`config.mk`:
```
export PLATFORM = sky130hd
export DESIGN_NAME = spi_slave_regfile
export DESIGN_NICKNAME = d
export VERILOG_FILES = /design/src/rtl/spi_slave_regfile.sv
export SDC_FILE = /design/constraint.sdc
export NUM_CORES = 1
export LEC_CHECK = 0
export BUFFER_PORTS_ARGS = -buffer_cell sky130_fd_sc_hd__buf_2
export CAP_MARGIN = 10
export CORE_ASPECT_RATIO = 0.8
export CORE_UTILIZATION = 65
export CTS_BUF_LIST = sky130_fd_sc_hd__clkbuf_8
export DETAILED_ROUTE_END_ITERATION = 6
export GPL_ROUTABILITY_DRIVEN = 0
export PLACE_DENSITY = 0.94
export SLEW_MARGIN = 25
export SYNTH_ARGS = -nofsm -noshare
export SYNTH_HDL_FRONTEND = slang
export SYNTH_SLANG_ARGS = --single-unit
```
`constraint.sdc`:
```
create_clock -name i_clock -period 5.75 [get_ports i_clock]
set_clock_uncertainty 0.15 [all_clocks]
set_input_delay 0.8625 -clock i_clock [delete_from_list [all_inputs] [get_ports i_clock]]
set_output_delay 0.8625 -clock i_clock [all_outputs]
set_load 0.02 [all_outputs]
```
`src/rtl/spi_slave_regfile.sv`:
```
// SPI mode-0 slave with a small byte register file, WHOAMI at 0x78 and write strobe/frame-error pulses.
// Optional SPI_SLAVE_STATUS_EN adds a saturating frame-error counter readable (write clears) at 0x7F.
module spi_slave_regfile #(
   parameter logic [7:0] WHOAMI_VALUE = 8'h5A,
   parameter int         NUM_REGS     = 16
) (
   input  logic       i_clock,
   input  logic       i_reset,
   input  logic       CS,
   input  logic       SCLK,
   input  logic       MOSI,
   output logic       MISO,
   output logic       o_wr_strobe,
   output logic [6:0] o_wr_addr,
   output logic [7:0] o_wr_data,
   output logic       o_frame_error
);

   typedef enum logic [1:0] {ST_IDLE, ST_ADDR, ST_DATA, ST_WAIT_CS} state_t;

   localparam logic [6:0] NUM_REGS_A = 7'(NUM_REGS);

   state_t      state_q, state_d;
   logic [2:0]  cs_sync_q, sclk_sync_q;
   logic [1:0]  mosi_sync_q;
   logic [7:0]  shift_q, tx_q;
   logic [3:0]  bit_cnt_q;
   logic        rw_q;
   logic [6:0]  addr_q;
   logic        miso_q;
   logic        wr_strobe_q, frame_err_q;
   logic [6:0]  wr_addr_q;
   logic [7:0]  wr_data_q;
   logic [7:0]  regs_q [NUM_REGS];
   logic [7:0]  rd_data;
   logic [7:0]  shift_next;
   logic        cs_s, cs_fall, cs_rise, sclk_rise, sclk_fall, mosi_s;
   logic        in_frame, addr_done, frame_done, abort, wr_hit;
`ifdef SPI_SLAVE_STATUS_EN
   logic [7:0]  err_cnt_q;
`endif

   // Sync chains reset low so CS held low across reset reads as "no fall" and parks in WAIT_CS.
   always_ff @(posedge i_clock) begin
      if (i_reset) begin
         cs_sync_q   <= '0;
         sclk_sync_q <= '0;
         mosi_sync_q <= '0;
      end else begin
         cs_sync_q   <= {cs_sync_q[1:0], CS};
         sclk_sync_q <= {sclk_sync_q[1:0], SCLK};
         mosi_sync_q <= {mosi_sync_q[0], MOSI};
      end
   end

   assign cs_s       = cs_sync_q[1];
   assign cs_fall    = cs_sync_q[2] & ~cs_sync_q[1];
   assign cs_rise    = ~cs_sync_q[2] & cs_sync_q[1];
   assign sclk_rise  = ~sclk_sync_q[2] & sclk_sync_q[1];
   assign sclk_fall  = sclk_sync_q[2] & ~sclk_sync_q[1];
   assign mosi_s     = mosi_sync_q[1];
   assign shift_next = {shift_q[6:0], mosi_s};

   always_ff @(posedge i_clock) begin
      if (i_reset) state_q <= ST_IDLE;
      else         state_q <= state_d;
   end

   always_comb begin
      state_d = state_q;
      case (state_q)
         ST_IDLE:    if (cs_fall)    state_d = ST_ADDR;
                     else if (!cs_s) state_d = ST_WAIT_CS;
         ST_ADDR:    if (cs_rise)    state_d = ST_IDLE;
                     else if (sclk_rise && bit_cnt_q == 4'd7)  state_d = ST_DATA;
         ST_DATA:    if (cs_rise)    state_d = ST_IDLE;
                     else if (sclk_rise && bit_cnt_q == 4'd15) state_d = ST_WAIT_CS;
         ST_WAIT_CS: if (cs_rise)    state_d = ST_IDLE;
         default:    state_d = ST_IDLE;
      endcase
   end

   always_comb begin
      MISO          = (state_q == ST_DATA) ? miso_q : 1'b0;
      o_wr_strobe   = wr_strobe_q;
      o_wr_addr     = wr_addr_q;
      o_wr_data     = wr_data_q;
      o_frame_error = frame_err_q;
   end

   assign in_frame   = (state_q == ST_ADDR) || (state_q == ST_DATA);
   assign addr_done  = (state_q == ST_ADDR) && (state_d == ST_DATA);
   assign frame_done = (state_q == ST_DATA) && (state_d == ST_WAIT_CS);
   // A zero bit count means CS toggled without any SCLK activity: not an error.
   assign abort      = in_frame && cs_rise && (bit_cnt_q != 4'd0);
   assign wr_hit     = frame_done && !rw_q && (addr_q < NUM_REGS_A);

   always_comb begin
      rd_data = 8'h00;
      for (int i = 0; i < NUM_REGS; i++)
         if (shift_next[6:0] == 7'(i)) rd_data = regs_q[i];
      if (shift_next[6:0] == 7'h78) rd_data = WHOAMI_VALUE;
`ifdef SPI_SLAVE_STATUS_EN
      if (shift_next[6:0] == 7'h7F) rd_data = err_cnt_q;
`endif
   end

   always_ff @(posedge i_clock) begin
      if (i_reset) begin
         shift_q     <= '0;
         tx_q        <= '0;
         bit_cnt_q   <= '0;
         rw_q        <= 1'b0;
         addr_q      <= '0;
         miso_q      <= 1'b0;
         wr_strobe_q <= 1'b0;
         frame_err_q <= 1'b0;
         wr_addr_q   <= '0;
         wr_data_q   <= '0;
         for (int i = 0; i < NUM_REGS; i++) regs_q[i] <= 8'h00;
      end else begin
         wr_strobe_q <= wr_hit;
         frame_err_q <= abort;
         if (state_q == ST_IDLE) begin
            bit_cnt_q <= '0;
            miso_q    <= 1'b0;
         end
         if (in_frame && sclk_rise && !cs_rise) begin
            shift_q   <= shift_next;
            bit_cnt_q <= bit_cnt_q + 4'd1;
         end
         if (addr_done) begin
            rw_q   <= shift_next[7];
            addr_q <= shift_next[6:0];
            tx_q   <= rd_data;
         end
         if (state_q == ST_DATA && sclk_fall) begin
            miso_q <= tx_q[7];
            tx_q   <= {tx_q[6:0], 1'b0};
         end
         if (wr_hit) begin
            wr_addr_q <= addr_q;
            wr_data_q <= shift_next;
            for (int i = 0; i < NUM_REGS; i++)
               if (addr_q == 7'(i)) regs_q[i] <= shift_next;
         end
      end
   end

`ifdef SPI_SLAVE_STATUS_EN
   always_ff @(posedge i_clock) begin
      if (i_reset)
         err_cnt_q <= 8'h00;
      else if (abort && err_cnt_q != 8'hFF)
         err_cnt_q <= err_cnt_q + 8'd1;
      else if (frame_done && !rw_q && addr_q == 7'h7F)
         err_cnt_q <= 8'h00;
   end
`endif

endmodule
```
; Word-level counts from Yosys, hierarchy flattened
; Memories as Yosys holds them, arrays and structs flattened.
; Cells that the tools add are included.
[word_totals]
ff_bits = 55
mem_bits_rw = 128
inputBits = 5
output_inout_bits = 18
wordCells = 216
n_memories = 1
[classes]
addsub = 1
n_lt_le_gt_ge = 1
n_eq_ne = 38
mux = 114
bitwise_logic = 24
reduce_logical = 22
[mem_list]
columns = name, depth, word_bits, read_ports, rd_ports_with_merged_regs, write_ports, line
row1 = regs_q, 16, 8, 16, 0, 16, 34  ; logic [7:0] regs_q [NUM_REGS];
[ops]
columns = operator, count
row1 = two-way mux 8 bit, 35
row2 = equality test 7 x 4 -> 1 bit (second input constant), 16
row3 = two-way mux 1 bit, 69
row4 = equality test 7 x 3 -> 1 bit (second input constant), 8
row5 = equality test 7 x 2 -> 1 bit (second input constant), 4
row6 = OR 1 bit, 16
row7 = equality test 7 x 1 -> 1 bit (second input constant), 2
row8 = logical NOT 7 bit, 2
row9 = two-way mux 2 bit, 7
row10 = logical AND 1 bit, 11
row11 = equality test 2 bit (second input constant), 4
row12 = two-way mux 4 bit, 2
row13 = case mux 2 bit (4 select lines), 1
row14 = equality test 7 bit (second input constant), 1
row15 = less-than comparator 7 x 5 -> 1 bit (second input constant), 1
row16 = nonzero test 2 bit, 3
row17 = adder 4 x 1 -> 4 bit (second input constant), 1
row18 = bitwise AND 1 bit, 4
row19 = equality test 4 x 3 -> 1 bit (second input constant), 1
row20 = equality test 4 bit (second input constant), 1
row21 = NOT 1 bit, 4
row22 = nonzero test 4 bit, 1
row23 = equality test 2 x 1 -> 1 bit (second input constant), 1
row24 = logical NOT 1 bit, 2
row25 = other kinds (3), 3

; Logic depth before layout (Yosys ltp)
[depth]
ltp_word = 20
depth_mapped = 11
mapped_depth_nobuf = 8

; Worst setup path before layout
; OpenSTA, ideal clock, no wires.
[synth_timing]
path_type = reg-to-reg
start = register state_q[0]
end = memory regs_q[0][0], enable pin
setup_time_ns = 0.375
arrival_time_ns = 2.618
t_required_ns = 5.225
slack_ns = 2.607
stages_incl_launch_ff = 11
path_buffers = 3
synth_period_minus_slack_ns = 3.143
cell_sequence = dfxtp_1 inv_1 ha_1 buf_2 nor4_1 or4_4 and2_4 or4_1 buf_4 buf_6 o21bai_1
[synth_lines]
columns = element, line
row1 = start: declaration, 23  ; state_t state_q, state_d;
row2 = start signal: assignment, 66  ; else state_q <= state_d;
row3 = end: declaration, 34

==> flow_summary_export.csv <==
group,metric,value,unit
outcome,outcome,"finished, violations left",
outcome,violations,"DRC",
critical_path,critPathLaunchType,"flop",
synthesis,syn_inst,727,
drt,num_vias,6242,
finish,drive_above_1_share,0.1567,
sta,min_period,4.330,ns
finish,n_antenna_cell,0,
critical_path,timing.rr.start,"state_q[0]$_SDFF_PP0_",
sta,hold_viol,0,
floorplanning,rows,36,
drt,drt_iter0_markers,1407,
critical_path,worstPathRequired,5.71,ns
drt,via_per_inst,6.998,
sta,setup_viol,0,
synthesis,synth_most_common_cell,"edfxtp_1",
critical_path,r2r-end,"regs_q[1][7]$_SDFFCE_PN0P_",
synthesis,yosysTopAreaCell,"edfxtp_1",
sta,maxSlewHeadroom,0.2485,
floorplanning,die-width,129.3,um
synthesis,ys_warn_count,0,
finish,fin_nets,719,
power,vdd_drop_max,0.0003283,V
sta,rsz0062_at_grt,"false",
critical_path,arrival,4.29,ns
critical_path,criticalPathCategory,"reg2reg",
clock_network,post_cts_buffers,0,
placement,post_dp_cell_area,8529,um2
global_routing,gr-total-overflow,0,
clock_network,htreeDepth,4,
sta,setup_tns,0,ns
finish,fillers,755,
power,p_leak,0.003017,uW
floorplanning,start_util,0.6802,
clock_network,cts-resized-gates,0,
finish,area_delta_synth_final,6.326,%
worst_hold_path,hold_path.class,"reg2reg",
global_routing,grtUsageTotal,0.3261,
clock_network,cts_hold_buf,0,
clock_network,cts_root_buf,"clkbuf_8",
synthesis,synth_seq_area_share,0.5869,
drt,ant_nets,0,
floorplanning,die-area,13420,um2
synthesis,yosys-top-cells-count,"edfxtp_1 (128), nor3_1 (64), dfxtp_1 (55)",
sta,maxSlewViolCount,0,
critical_path,rrSetupSlack,1.42,ns
placement,numPortBuffers,22,
power,power.density,288.3,nW/um2
synthesis,synth_edf_count,128,
critical_path,cp_max_fo,20,
synthesis,ys.flop_type,"edfxtp_1",
clock_network,cts_tree,"done",
floorplanning,fp.dieH,103.8,um
synthesis,syn_area_per_cell,11.59,um2
worst_hold_path,worstHoldPathCells,1,
drt,wire_per_inst,22.99,um
floorplanning,io_pins,23,
clock_network,cts_buffers,17,
critical_path,crit_start,"state_q[0]$_SDFF_PP0_",
finish,fin_area,8959,um2
clock_network,clock_latency,0.48,ns
flow_run,max_cap_violations,0,
placement,hpwl,13620,um
global_routing,grt_pass1_vias,5888,
global_routing,antenna_found_initial,0,
sta,tightestPinTransition,1.126,ns
synthesis,ys_seq_elements,183,
synthesis,netlist.area_leader.share,0.4562,
drt,drt-total-wl,20500,um
critical_path,end_kind,"flop",
worst_hold_path,worstHoldEndpoint,"mosi_sync_q[1]$_SDFF_PP0_",
clock_network,clk_path_buf_depth,2,
synthesis,yosysUniqueCellTypes,60,
synthesis,synthesis.area,8426,um2
synthesis,syn_nets,738,
finish,fin_util,0.7232,
critical_path,r2r_cells,8,
sta,fmax,231.0,MHz
floorplanning,core_area,12390,um2
drt,drc,1,
global_routing,grt_first_pass_wirelength,32120,um
sta,layout_worst_path_cycle_share,0.7530,
synthesis,async_flop_share,0,
clock_network,clock-sinks,183,
worst_hold_path,min_from,"mosi_sync_q[0]$_SDFF_PP0_",
global_routing,grt_max_degree,44,
clock_network,clk_pin_slew,0.09,ns
synthesis,synthTopCellsByArea,"edfxtp_1 (46%), dfxtp_1 (13%), mux2i_1 (4.3%)",
drt,first_pass_iters,7,
-- state kept, by name (all words and copies together), names as in the netlist, 2 cells and up --
name / flops
addr_q: 7
bit_cnt_q: 4
cs_sync_q: 3
mosi_sync_q: 2
o_wr_addr: 7
o_wr_data: 8
regs_q: 128
sclk_sync_q: 3
shift_q: 7
state_q: 2
tx_q: 8
-- cell families (layout without fill, tap and decap cells) --
family                   count (synthesis)  in the layout  share of synthesized area
AND/OR/NAND/NOR                        258            258                     0.1755
flip-flops                             183            183                     0.5869
AO/OA/AOI/OAI                          139            139                     0.1094
buffers and inverters                   90             84                    0.04440
multiplexers                            51             51                    0.07484
adder cells (fa/ha/maj)                  6              6                   0.008910
-- where the power goes --
group / internal [uW] / switching [uW] / total [uW]
Clock: 441 / 477 / 918
Combinational: 62.0 / 131 / 193
Sequential: 1450 / 24.7 / 1470
-- cells in the final DEF, fill, tap and decap left out, types with 4 or more instances in the layout --
master	Yosys	layout
a211oi_1	4	4
a21oi_1	32	32
a22oi_1	6	6
a2bb2oi_1	5	5
a41o_1	4	4
and3_1	4	4
buf_2	8	22
buf_4	1	9
clkbuf_8	0	17
dfxtp_1	55	54
edfxtp_1	128	128
ha_1	6	6
inv_1	21	22
inv_6	0	6
mux2_2	6	6
mux2i_1	36	36
mux4_2	9	9
nand2_1	27	27
nand2b_1	20	20
nand3_1	27	27
nand3b_1	5	5
nor2_1	42	42
nor2b_1	17	17
nor3_1	64	64
nor3_2	26	26
nor3b_1	5	5
o211ai_1	4	4
o21ai_0	34	34
o21bai_1	11	11
o221ai_1	7	7
o22ai_1	11	11
-- worst max-delay path: stages, from the launching register on --
cell and delay (ns):
dfxtp_1 0.34, inv_1 0.13, ha_1 0.33, mux2i_1 0.12, o21ai_0 0.25, a22oi_1 0.16
nor2_1 0.71, nand4b_1 0.82, o21bai_1 0.92
-- through the flow --
step	setup WS (ns)	hold slack [ns]	total power [uW]	instances
after detailed placement	1.587	0.2771	1685	860
after CTS	1.512	0.3003	2579	892
after global routing	1.057	0.3225	2652	892
after floorplan	2.607	0.2638	1639	727
after global placement	1.934	0.2666	1671	860
final	1.420	0.2994	2583	892
-- layout make-up --
cell class / count / area (um2) / area share
Sequential cell: 183 / 4946 / 0.5521
Clock buffer: 17 / 234.0 / 0.02612
Clock inverter: 15 / 188.9 / 0.02109
Inverter: 21 / 78.83 / 0.008799
Multi-Input combinational cell: 454 / 3119 / 0.3482
Timing Repair Buffer: 31 / 177.7 / 0.01983
Tap cell: 171 / 214.0 / 0.02388
-- worst max path at each step --
stage	to	slack, ns	cells after the start
2_1_floorplan	regs_q[0][0]$_SDFFCE_PN0P_	2.61	10
3_3_place_gp	regs_q[1][1]$_SDFFCE_PN0P_	1.93	8
3_5_place_dp	regs_q[1][0]$_SDFFCE_PN0P_	1.59	8
4_1_cts	regs_q[1][31]$_DFFE_PP_	1.51	8
5_1_grt	regs_q[1][0]$_SDFFCE_PN0P_	1.06	8
6_report	regs_q[1][7]$_SDFFCE_PN0P_	1.42	8
-- per-layer routing --
| layer | track usage | vias to the layer above | share of wire |
|---|---|---|---|
| li1 | - | 2683 | - |
| met1 | 0.4408 | 2916 | 0.37 |
| met2 | 0.4631 | 517 | 0.45 |
| met3 | 0.1152 | 124 | 0.13 |
| met4 | 0.1689 | 2 | 0.048 |
| met5 | 0 | - | 0.0017 |
(Power assumes the default switching activity.)
